### src/rtl/multicycle_ctrl_fsm_pkg.sv
// Shared encodings for the multi-cycle RV32 control FSM: states, opcodes,
// ALU op codes, ALU B-source selects and the packed control word.
package multicycle_ctrl_fsm_pkg;

  localparam int unsigned STATE_W  = 4;
  localparam int unsigned OPCODE_W = 7;

  typedef enum logic [STATE_W-1:0] {
    ST_FETCH     = 4'd0,
    ST_DECODE    = 4'd1,
    ST_EXECUTE   = 4'd2,
    ST_ALU_WB    = 4'd3,
    ST_MEM_ADDR  = 4'd4,
    ST_MEM_READ  = 4'd5,
    ST_MEM_WB    = 4'd6,
    ST_MEM_WRITE = 4'd7,
    ST_BRANCH    = 4'd8,
    ST_TRAP      = 4'd9
  } state_e;

  localparam logic [OPCODE_W-1:0] OP_RTYPE  = 7'b0110011;
  localparam logic [OPCODE_W-1:0] OP_LOAD   = 7'b0000011;
  localparam logic [OPCODE_W-1:0] OP_STORE  = 7'b0100011;
  localparam logic [OPCODE_W-1:0] OP_BRANCH = 7'b1100011;

  localparam logic [1:0] ALUOP_ADD   = 2'b00;
  localparam logic [1:0] ALUOP_SUB   = 2'b01;
  localparam logic [1:0] ALUOP_FUNCT = 2'b10;

  localparam logic [1:0] SRCB_RS2    = 2'b00;
  localparam logic [1:0] SRCB_FOUR   = 2'b01;
  localparam logic [1:0] SRCB_IMM_IS = 2'b10;
  localparam logic [1:0] SRCB_IMM_B  = 2'b11;

  typedef struct packed {
    logic       pc_write;
    logic       pc_write_cond;
    logic       pc_source;
    logic       i_or_d;
    logic       mem_read;
    logic       mem_write;
    logic       ir_write;
    logic       reg_write;
    logic       mem_to_reg;
    logic       alu_src_a;
    logic [1:0] alu_src_b;
    logic [1:0] alu_op;
    logic       illegal;
  } ctrl_word_t;

  localparam int unsigned CTRL_W = $bits(ctrl_word_t);

endpackage

### src/rtl/multicycle_ctrl_fsm_out_decode.sv
// Purely combinational state -> control-word mapping (Moore part of the FSM).
module ctrl_out_decode
  import multicycle_ctrl_fsm_pkg::*;
(
  input  logic [STATE_W-1:0] i_state,
  output logic [CTRL_W-1:0]  o_ctrl
);

  ctrl_word_t w_ctrl;

  always_comb begin
    w_ctrl = '0;
    case (state_e'(i_state))
      ST_FETCH: begin
        // ir_write/pc_write are qualified by mem_ready in the FSM
        w_ctrl.mem_read  = 1'b1;
        w_ctrl.alu_src_b = SRCB_FOUR;
        w_ctrl.alu_op    = ALUOP_ADD;
        w_ctrl.ir_write  = 1'b1;
        w_ctrl.pc_write  = 1'b1;
      end
      ST_DECODE: begin
        w_ctrl.alu_src_b = SRCB_IMM_B;
        w_ctrl.alu_op    = ALUOP_ADD;
      end
      ST_EXECUTE: begin
        w_ctrl.alu_src_a = 1'b1;
        w_ctrl.alu_src_b = SRCB_RS2;
        w_ctrl.alu_op    = ALUOP_FUNCT;
      end
      ST_ALU_WB: begin
        w_ctrl.reg_write = 1'b1;
      end
      ST_MEM_ADDR: begin
        w_ctrl.alu_src_a = 1'b1;
        w_ctrl.alu_src_b = SRCB_IMM_IS;
        w_ctrl.alu_op    = ALUOP_ADD;
      end
      ST_MEM_READ: begin
        w_ctrl.mem_read = 1'b1;
        w_ctrl.i_or_d   = 1'b1;
      end
      ST_MEM_WB: begin
        w_ctrl.reg_write  = 1'b1;
        w_ctrl.mem_to_reg = 1'b1;
      end
      ST_MEM_WRITE: begin
        w_ctrl.mem_write = 1'b1;
        w_ctrl.i_or_d    = 1'b1;
      end
      ST_BRANCH: begin
        w_ctrl.alu_src_a     = 1'b1;
        w_ctrl.alu_src_b     = SRCB_RS2;
        w_ctrl.alu_op        = ALUOP_SUB;
        w_ctrl.pc_write_cond = 1'b1;
        w_ctrl.pc_source     = 1'b1;
      end
      ST_TRAP: begin
        w_ctrl.illegal = 1'b1;
      end
      default: w_ctrl = '0;
    endcase
  end

  assign o_ctrl = w_ctrl;

endmodule

### src/rtl/multicycle_ctrl_fsm.sv
// Main control FSM of the multi-cycle RV32 core.
// Optional retired-instruction counter enabled by defining CTRL_PERF_CNT_EN.
module multicycle_ctrl_fsm
  import multicycle_ctrl_fsm_pkg::*;
#(
  parameter bit          TRAP_ON_INVFUNC = 1'b1,
  parameter int unsigned PERF_W          = 32
) (
  input  logic                clk,
  input  logic                rst,
  input  logic [OPCODE_W-1:0] opcode,
  input  logic                inv_func,
  input  logic                mem_ready,
  output logic                pc_write,
  output logic                pc_write_cond,
  output logic                pc_source,
  output logic                i_or_d,
  output logic                mem_read,
  output logic                mem_write,
  output logic                ir_write,
  output logic                reg_write,
  output logic                mem_to_reg,
  output logic                alu_src_a,
  output logic [1:0]          alu_src_b,
  output logic [1:0]          alu_op,
  output logic                illegal,
  output logic [STATE_W-1:0]  state_dbg
`ifdef CTRL_PERF_CNT_EN
  ,
  output logic [PERF_W-1:0]   retired_cnt
`endif
);

  if (PERF_W == 0) begin : g_perf_w_chk
    $error("PERF_W must be nonzero");
  end

  state_e            r_state;
  state_e            w_state_nxt;
  logic [CTRL_W-1:0] w_ctrl_bits;
  ctrl_word_t        w_ctrl_dec;
  ctrl_word_t        w_ctrl_out;

  ctrl_out_decode u_out_decode (
    .i_state (STATE_W'(r_state)),
    .o_ctrl  (w_ctrl_bits)
  );

  assign w_ctrl_dec = ctrl_word_t'(w_ctrl_bits);

  always_ff @(posedge clk) begin
    if (rst) r_state <= ST_FETCH;
    else     r_state <= w_state_nxt;
  end

  // Next state plus mem_ready qualification and reset gating of the control word
  always_comb begin
    w_state_nxt = r_state;
    w_ctrl_out  = w_ctrl_dec;
    case (r_state)
      ST_FETCH: begin
        w_ctrl_out.ir_write = mem_ready;
        w_ctrl_out.pc_write = mem_ready;
        if (mem_ready) w_state_nxt = ST_DECODE;
      end
      ST_DECODE: begin
        case (opcode)
          OP_RTYPE:           w_state_nxt = ST_EXECUTE;
          OP_LOAD, OP_STORE:  w_state_nxt = ST_MEM_ADDR;
          OP_BRANCH:          w_state_nxt = ST_BRANCH;
          default:            w_state_nxt = ST_TRAP;
        endcase
      end
      ST_EXECUTE: begin
        if (inv_func) w_state_nxt = TRAP_ON_INVFUNC ? ST_TRAP : ST_FETCH;
        else          w_state_nxt = ST_ALU_WB;
      end
      ST_ALU_WB:    w_state_nxt = ST_FETCH;
      ST_MEM_ADDR:  w_state_nxt = (opcode == OP_STORE) ? ST_MEM_WRITE : ST_MEM_READ;
      ST_MEM_READ:  if (mem_ready) w_state_nxt = ST_MEM_WB;
      ST_MEM_WB:    w_state_nxt = ST_FETCH;
      ST_MEM_WRITE: if (mem_ready) w_state_nxt = ST_FETCH;
      ST_BRANCH:    w_state_nxt = ST_FETCH;
      ST_TRAP:      w_state_nxt = ST_TRAP;
      default:      w_state_nxt = ST_FETCH;
    endcase
    if (rst) w_ctrl_out = '0;
  end

  assign pc_write      = w_ctrl_out.pc_write;
  assign pc_write_cond = w_ctrl_out.pc_write_cond;
  assign pc_source     = w_ctrl_out.pc_source;
  assign i_or_d        = w_ctrl_out.i_or_d;
  assign mem_read      = w_ctrl_out.mem_read;
  assign mem_write     = w_ctrl_out.mem_write;
  assign ir_write      = w_ctrl_out.ir_write;
  assign reg_write     = w_ctrl_out.reg_write;
  assign mem_to_reg    = w_ctrl_out.mem_to_reg;
  assign alu_src_a     = w_ctrl_out.alu_src_a;
  assign alu_src_b     = w_ctrl_out.alu_src_b;
  assign alu_op        = w_ctrl_out.alu_op;
  assign illegal       = w_ctrl_out.illegal;
  assign state_dbg     = STATE_W'(r_state);

`ifdef CTRL_PERF_CNT_EN
  logic              w_retire;
  logic [PERF_W-1:0] r_retired_cnt;

  // EXECUTE only reaches FETCH directly when an invalid funct retires silently
  assign w_retire = (w_state_nxt == ST_FETCH) &&
                    ((r_state == ST_ALU_WB)    || (r_state == ST_MEM_WB) ||
                     (r_state == ST_MEM_WRITE) || (r_state == ST_BRANCH) ||
                     (r_state == ST_EXECUTE));

  always_ff @(posedge clk) begin
    if (rst)           r_retired_cnt <= '0;
    else if (w_retire) r_retired_cnt <= r_retired_cnt + PERF_W'(1);
  end

  assign retired_cnt = r_retired_cnt;
`endif

endmodule

### config.mk
export PLATFORM = sky130hd
export DESIGN_NAME = multicycle_ctrl_fsm
export DESIGN_NICKNAME = d
export VERILOG_FILES = /design/src/rtl/multicycle_ctrl_fsm_pkg.sv /design/src/rtl/multicycle_ctrl_fsm_out_decode.sv /design/src/rtl/multicycle_ctrl_fsm.sv
export SDC_FILE = /design/constraint.sdc
export NUM_CORES = 1
export LEC_CHECK = 0
export ABC_AREA = 1
export CAP_MARGIN = 20
export CELL_PAD_IN_SITES_DETAIL_PLACEMENT = 1
export CELL_PAD_IN_SITES_GLOBAL_PLACEMENT = 1
export CORE_ASPECT_RATIO = 0.7
export CORE_UTILIZATION = 20
export CTS_CLUSTER_SIZE = 24
export DETAILED_ROUTE_END_ITERATION = 6
export GPL_ROUTABILITY_DRIVEN = 0
export GPL_TIMING_DRIVEN = 0
export PLACE_DENSITY_LB_ADDON = 0.1
export SLEW_MARGIN = 20
export SYNTH_ARGS = -nofsm -noshare
export SYNTH_HDL_FRONTEND = slang
export SYNTH_SLANG_ARGS = --single-unit
### constraint.sdc
create_clock -name clk -period 1.3 [get_ports clk]
set_input_delay 0.26 -clock clk [delete_from_list [all_inputs] [get_ports clk]]
set_output_delay 0.26 -clock clk [all_outputs]
set_load 0.01 [all_outputs]
After elaboration in Yosys (flattened, before gate mapping):

Cells that the tools add are included.

* output and inout bits: 19
* input bits: 11
* register bits after elaboration: 4

* reductions and logical operators: 7
* equality and inequality tests: 16
* muxes and demuxes: 18

Operators with widths (number)
* $pmux W4 S7: 1
* $pmux W4 S5: 1
* $eq A4 B3 Y1 const B: 4
* $mux W4: 4
* $mux W15: 1
* $eq A7 B6 Y1 const B: 2
* $pmux W4 S3: 1
* $eq A4 B2 Y1 const B: 2
* $eq A4 B4 Y1 const B: 2
* $mux W1: 8
* $reduce_or A2 Y1: 4
* $eq A7 B2 Y1 const B: 1
* $eq A7 B7 Y1 const B: 1
* $ne A2 B2 Y1 const B: 3
* $eq A4 B1 Y1 const B: 1
* $logic_not A4 Y1: 1
* $mux W2: 2
* $reduce_and A3 Y1: 1
* $reduce_or A3 Y1: 1

Logic depth before layout (Yosys ltp):

* depth in word-level cells: 4
* mapped depth: 9
* mapped depth without buffers: 9

By module:

Synthesis repeated with hierarchy kept, for this count alone.

* cells, all modules: 125
* area, all modules: 620.6 µm²

Modules (own cells, without submodules)
* multicycle_ctrl_fsm: seq. area each 80.1 µm², instances 1, cells each 93, area each 479.2 µm²
* ctrl_out_decode: seq. area each 0.0 µm², instances 1, cells each 32, area each 141.4 µm²

Worst setup path after synthesis:

Ideal clock, no wire load.

* kind: reg-to-output
* start point: reg r_state[0], in the netlist state_dbg[0]
* end point: out pc_write
* path buffers: 1
* slack: -0.163 ns
* stages on the path, launching flop included: 5
* arrival time: 1.203 ns
* data required time: 1.040 ns
* cells stage by stage: dfxtp_1 nor2_1 nand2_1 nor3_1 buf_4

* longest elaborated chain between the ends: 3

Ends and longest elaborated chain
* start: declaration: RTL line multicycle_ctrl_fsm.sv:38 `state_e r_state;`
* start signal: assignment: RTL line multicycle_ctrl_fsm.sv:53 `else r_state <= w_state_nxt;`
* $logic_not A4 Y1: RTL line multicycle_ctrl_fsm_out_decode.sv:13, multicycle_ctrl_fsm.sv:60
* $mux W1: RTL line multicycle_ctrl_fsm.sv:60 `case (r_state)`
* $mux W15: RTL line multicycle_ctrl_fsm.sv:87 `if (rst) w_ctrl_out = '0;`
* end: declaration: RTL line multicycle_ctrl_fsm.sv:14 `output logic pc_write,`

Every way passes these cells.

Final worst setup path:

* start point: reg r_state[2], in the netlist state_dbg[2]
* end point: out reg_write

* longest elaborated chain between the ends: 4

Ends and longest elaborated chain
* $eq A4 B2 Y1 or $eq A4 B3 Y1 (tied branches): RTL line multicycle_ctrl_fsm_out_decode.sv:13 `case (state_e'(i_state))`
* $reduce_or A2 Y1 (no source line) (*)
* $mux W1 (*): RTL line multicycle_ctrl_fsm_out_decode.sv:13
* $mux W15 (*): RTL line multicycle_ctrl_fsm.sv:87
* end: declaration: RTL line multicycle_ctrl_fsm.sv:21 `output logic reg_write,`

Mark *: on every way between the ends. The rest lies on a longest branch, timed or not.

==> summary.md <==
| Metric | Value |
|---|---|
| Initial drt markers | `26` |
| Mean Syn Cell Area | `5.07 um^2` |
| # IOs | `30` |
| Row cnt | `14` |
| Fin Clk Skew | `0.000451 ns` |
| Power Density | `1390 nW/um^2` |
| Final cycle utilization of the critical path | `121%` |
| Die area | `2480 um^2` |
| Routed WL | `2.16 mm` |
| Die Wd | `59.1 um` |
| Diodes inserted | `0` |
| Detailed placement HPWL | `1.38 mm` |
| Setup crit end kind | `output port` |
| Mapped Cells | `90` |
| Final Cell Area | `1070 um^2` |
| CTS Buf Count | `3` |
| Vias in the first global route | `772` |
| DRC | `0` |
| Crit-path slowest cell | `dfxtp_4` |
| GRT Total Usage | `18.2%` |
| DR WL/cell | `12.5 um` |
| Seq pwr share | `15.8%` |
| Minimum clock period | `1.58 ns` |
| Post-synthesis sequential area ratio | `17.5%` |
| Nets@finish | `154` |
| Worst hold path class | `in2reg` |
| Hold_buf cts | `0` |
| Drt pass-1 iters | `4` |
| Cell-internal power | `0.805 mW` |
| Placed Instance Area | `801 um^2` |
| P&R area growth vs syn | `135%` |
| Die height | `42.0 um` |
| Sw Ratio | `46.0%` |
| Top cell by count, worst path | `buf_6` |
| Vias/cell | `4.29` |
| Worst-margin pin slew | `0.236 ns` |
| Peak supply drop | `0.826 mV` |
| Most frequent cells in the layout | `19 x nand2_1, 13 x buf_4, 13 x buf_2, 11 x nor2_1, 10 x buf_6` |
| Commonest non-fill, non-tap cell in the layout | `nand2_1` |
| Area leader, netlist | `nand2_1` |
| CTS tree | `yes` |
| GRT overflow | `0` |
| Initial antenna violation count | `0` |
| Cell Chain, Critical Path | `nor2_4 > buf_6 > buf_6 > nand2_1 > a21oi_1 > buf_2` |
| Total Power | `1.49 mW` |
| Deepest clock path buffer count | `2` |
| Combinational power share | `74.3%` |
| CP peak stage delay | `0.35 ns` |
| Max reg flops | `4` |
| Critical path arrival | `1.32 ns` |
| RSZ-0062 raised after global routing | `true` |
| First-pass GRT wire length | `3.40 mm` |
| Top cell type's share of synthesized area | `24.7%` |
| IO Port Bufs | `29` |
| Outcome | `finished, violations left` |
| Max Slew Vio Count | `0` |
| Initial Util | `21.2%` |
| DRT antenna net count | `0` |
| Final Hold Fails | `0` |
| Crit path from | `state_dbg[2]$_SDFFE_PP0P_` |
| Startpoint types | `flip-flop` |
| Max-Cap Viols | `0` |
| Clk slew on worst S/H paths | `0.04 ns` |
| Clk_lat worst skew | `0.23 ns` |
| Critical Path Fanout Max | `5` |
| Seq cells post-synth | `4` |
| Crit Path Category | `reg2out` |
| Htree depth | `1` |
| Rel. slew slack | `84.3%` |
| P_leak | `0.558 nW` |
| Distinct cells, synth | `17` |
| Failing checks | `negative setup slack` |
| Psw | `0.685 mW` |
| Post-Syn Nets | `101` |
| CORE AREA | `2150 um^2` |
| HP Start | `rst` |
| Fmax | `633 MHz` |
| Final setup margin | `-0.279 ns` |
| Largest net degree at the start of global routing | `11` |
| Clock power frac | `9.9%` |
| # clock sinks | `4` |
| Area contributors post-synth | `nand2_1 25%, dfxtp_1 18%, nor2_1 16%, a21oi_1 7.7%, nand3_1 6.6%` |
| CTS Root Cell | `clkbuf_4` |
| Mapped cell area | `457 um^2` |
| CP required | `1.04 ns` |
| Fraction of layout cells with a size suffix above 1 | `57.4%` |
| Setup violators final | `18` |
| Vias | `742` |
| Reg2reg start | `state_dbg[0]$_SDFFE_PP0P_` |
| Yosys warns | `0` |
[timing repair]
action | CTS | global route
buffers inserted | 14 | 5
pin swaps | 20 | 13
gates resized for setup | 114 | 12
endpoints found under the hold margin | 0 | 0
setup endpoints to repair | 23 | 20
[through the flow]
step / setup TNS [ns] / std cells / hold WS [ns] / worst slack [ns] / util, %
final: -3.23 / 173 / 0.536 / -0.279 / 49.9
after global routing: -4.43 / 173 / 0.585 / -0.341 / 49.9
after CTS: -2.93 / 168 / 0.525 / -0.249 / 46.9
after detailed placement: -13.24 / 151 / 0.582 / -1.02 / 37.2
after global placement: -13.47 / 151 / 0.583 / -1.03 / 37.2
after floorplan: -0.00845 / 90 / 0.411 / -0.00845 / -
[final cells by class]
type	count	area, um^2
Timing Repair Buffer	48	400
Inverter	10	42.5
Multi-Input combinational cell	73	445
Tap cell	32	40.0
Fill cell	298	1080
Clock buffer	3	22.5
Buffer	3	28.8
Sequential cell	4	95.1
[power groups by stage]
stage	logic, mW	registers (mW)	clock network (mW)
after detailed placement	0.687	0.195	0
after floorplan	0.383	0.202	0
after global placement	0.682	0.195	0
final	1.11	0.235	0.148
after global routing	1.20	0.243	0.161
after CTS	0.976	0.234	0.156
[critical path: cells and delay by family (launching register included)]
kind                   cells  cell delay [ns]
AOI/OAI and AO/OA          1             0.11
buffers and inverters      3             0.37
and+or+nand+nor            2             0.27
DFF                        1             0.35
[final timing paths]
path,end,slack (ns),cells past startpoint
min reg2reg,state_dbg[2]$_SDFFE_PP0P_,0.57,2
max,reg_write,-0.28,6
max reg2reg,state_dbg[1]$_SDFFE_PP0P_,-0.11,10
min,state_dbg[0]$_SDFFE_PP0P_,0.54,4
[synth_stat cells]
library cell,n
a31oi_1,1
o21ai_0,1
nand3_2,1
a21oi_2,1
buf_4,2
a21oi_1,7
nand2_2,1
nand2_1,30
o21ai_1,1
inv_2,3
clkbuf_1,1
dfxtp_1,4
nor2_2,4
nor3_1,1
inv_1,7
nand3_1,6
nor2_1,19
[cell families after synthesis]
group | share of synthesized area, %
and+or+nand+nor | 57.0
buffers and inverters | 12.3
AOI/OAI and AO/OA | 13.1
DFF | 17.5
[metal layers]
metal / vias to the layer above / track usage, % / wire length (um) / part of all wire, %
li1: 388 / - / - / -
met3: 0 / 2.47 / 63 / 2.9
met4: 0 / 7.14 / 0 / 0
met2: 13 / 28.6 / 1060 / 49
met1: 341 / 24.9 / 1040 / 48
met5: - / 0 / 0 / 0
Note: power is estimated with default switching activity, not from simulation.
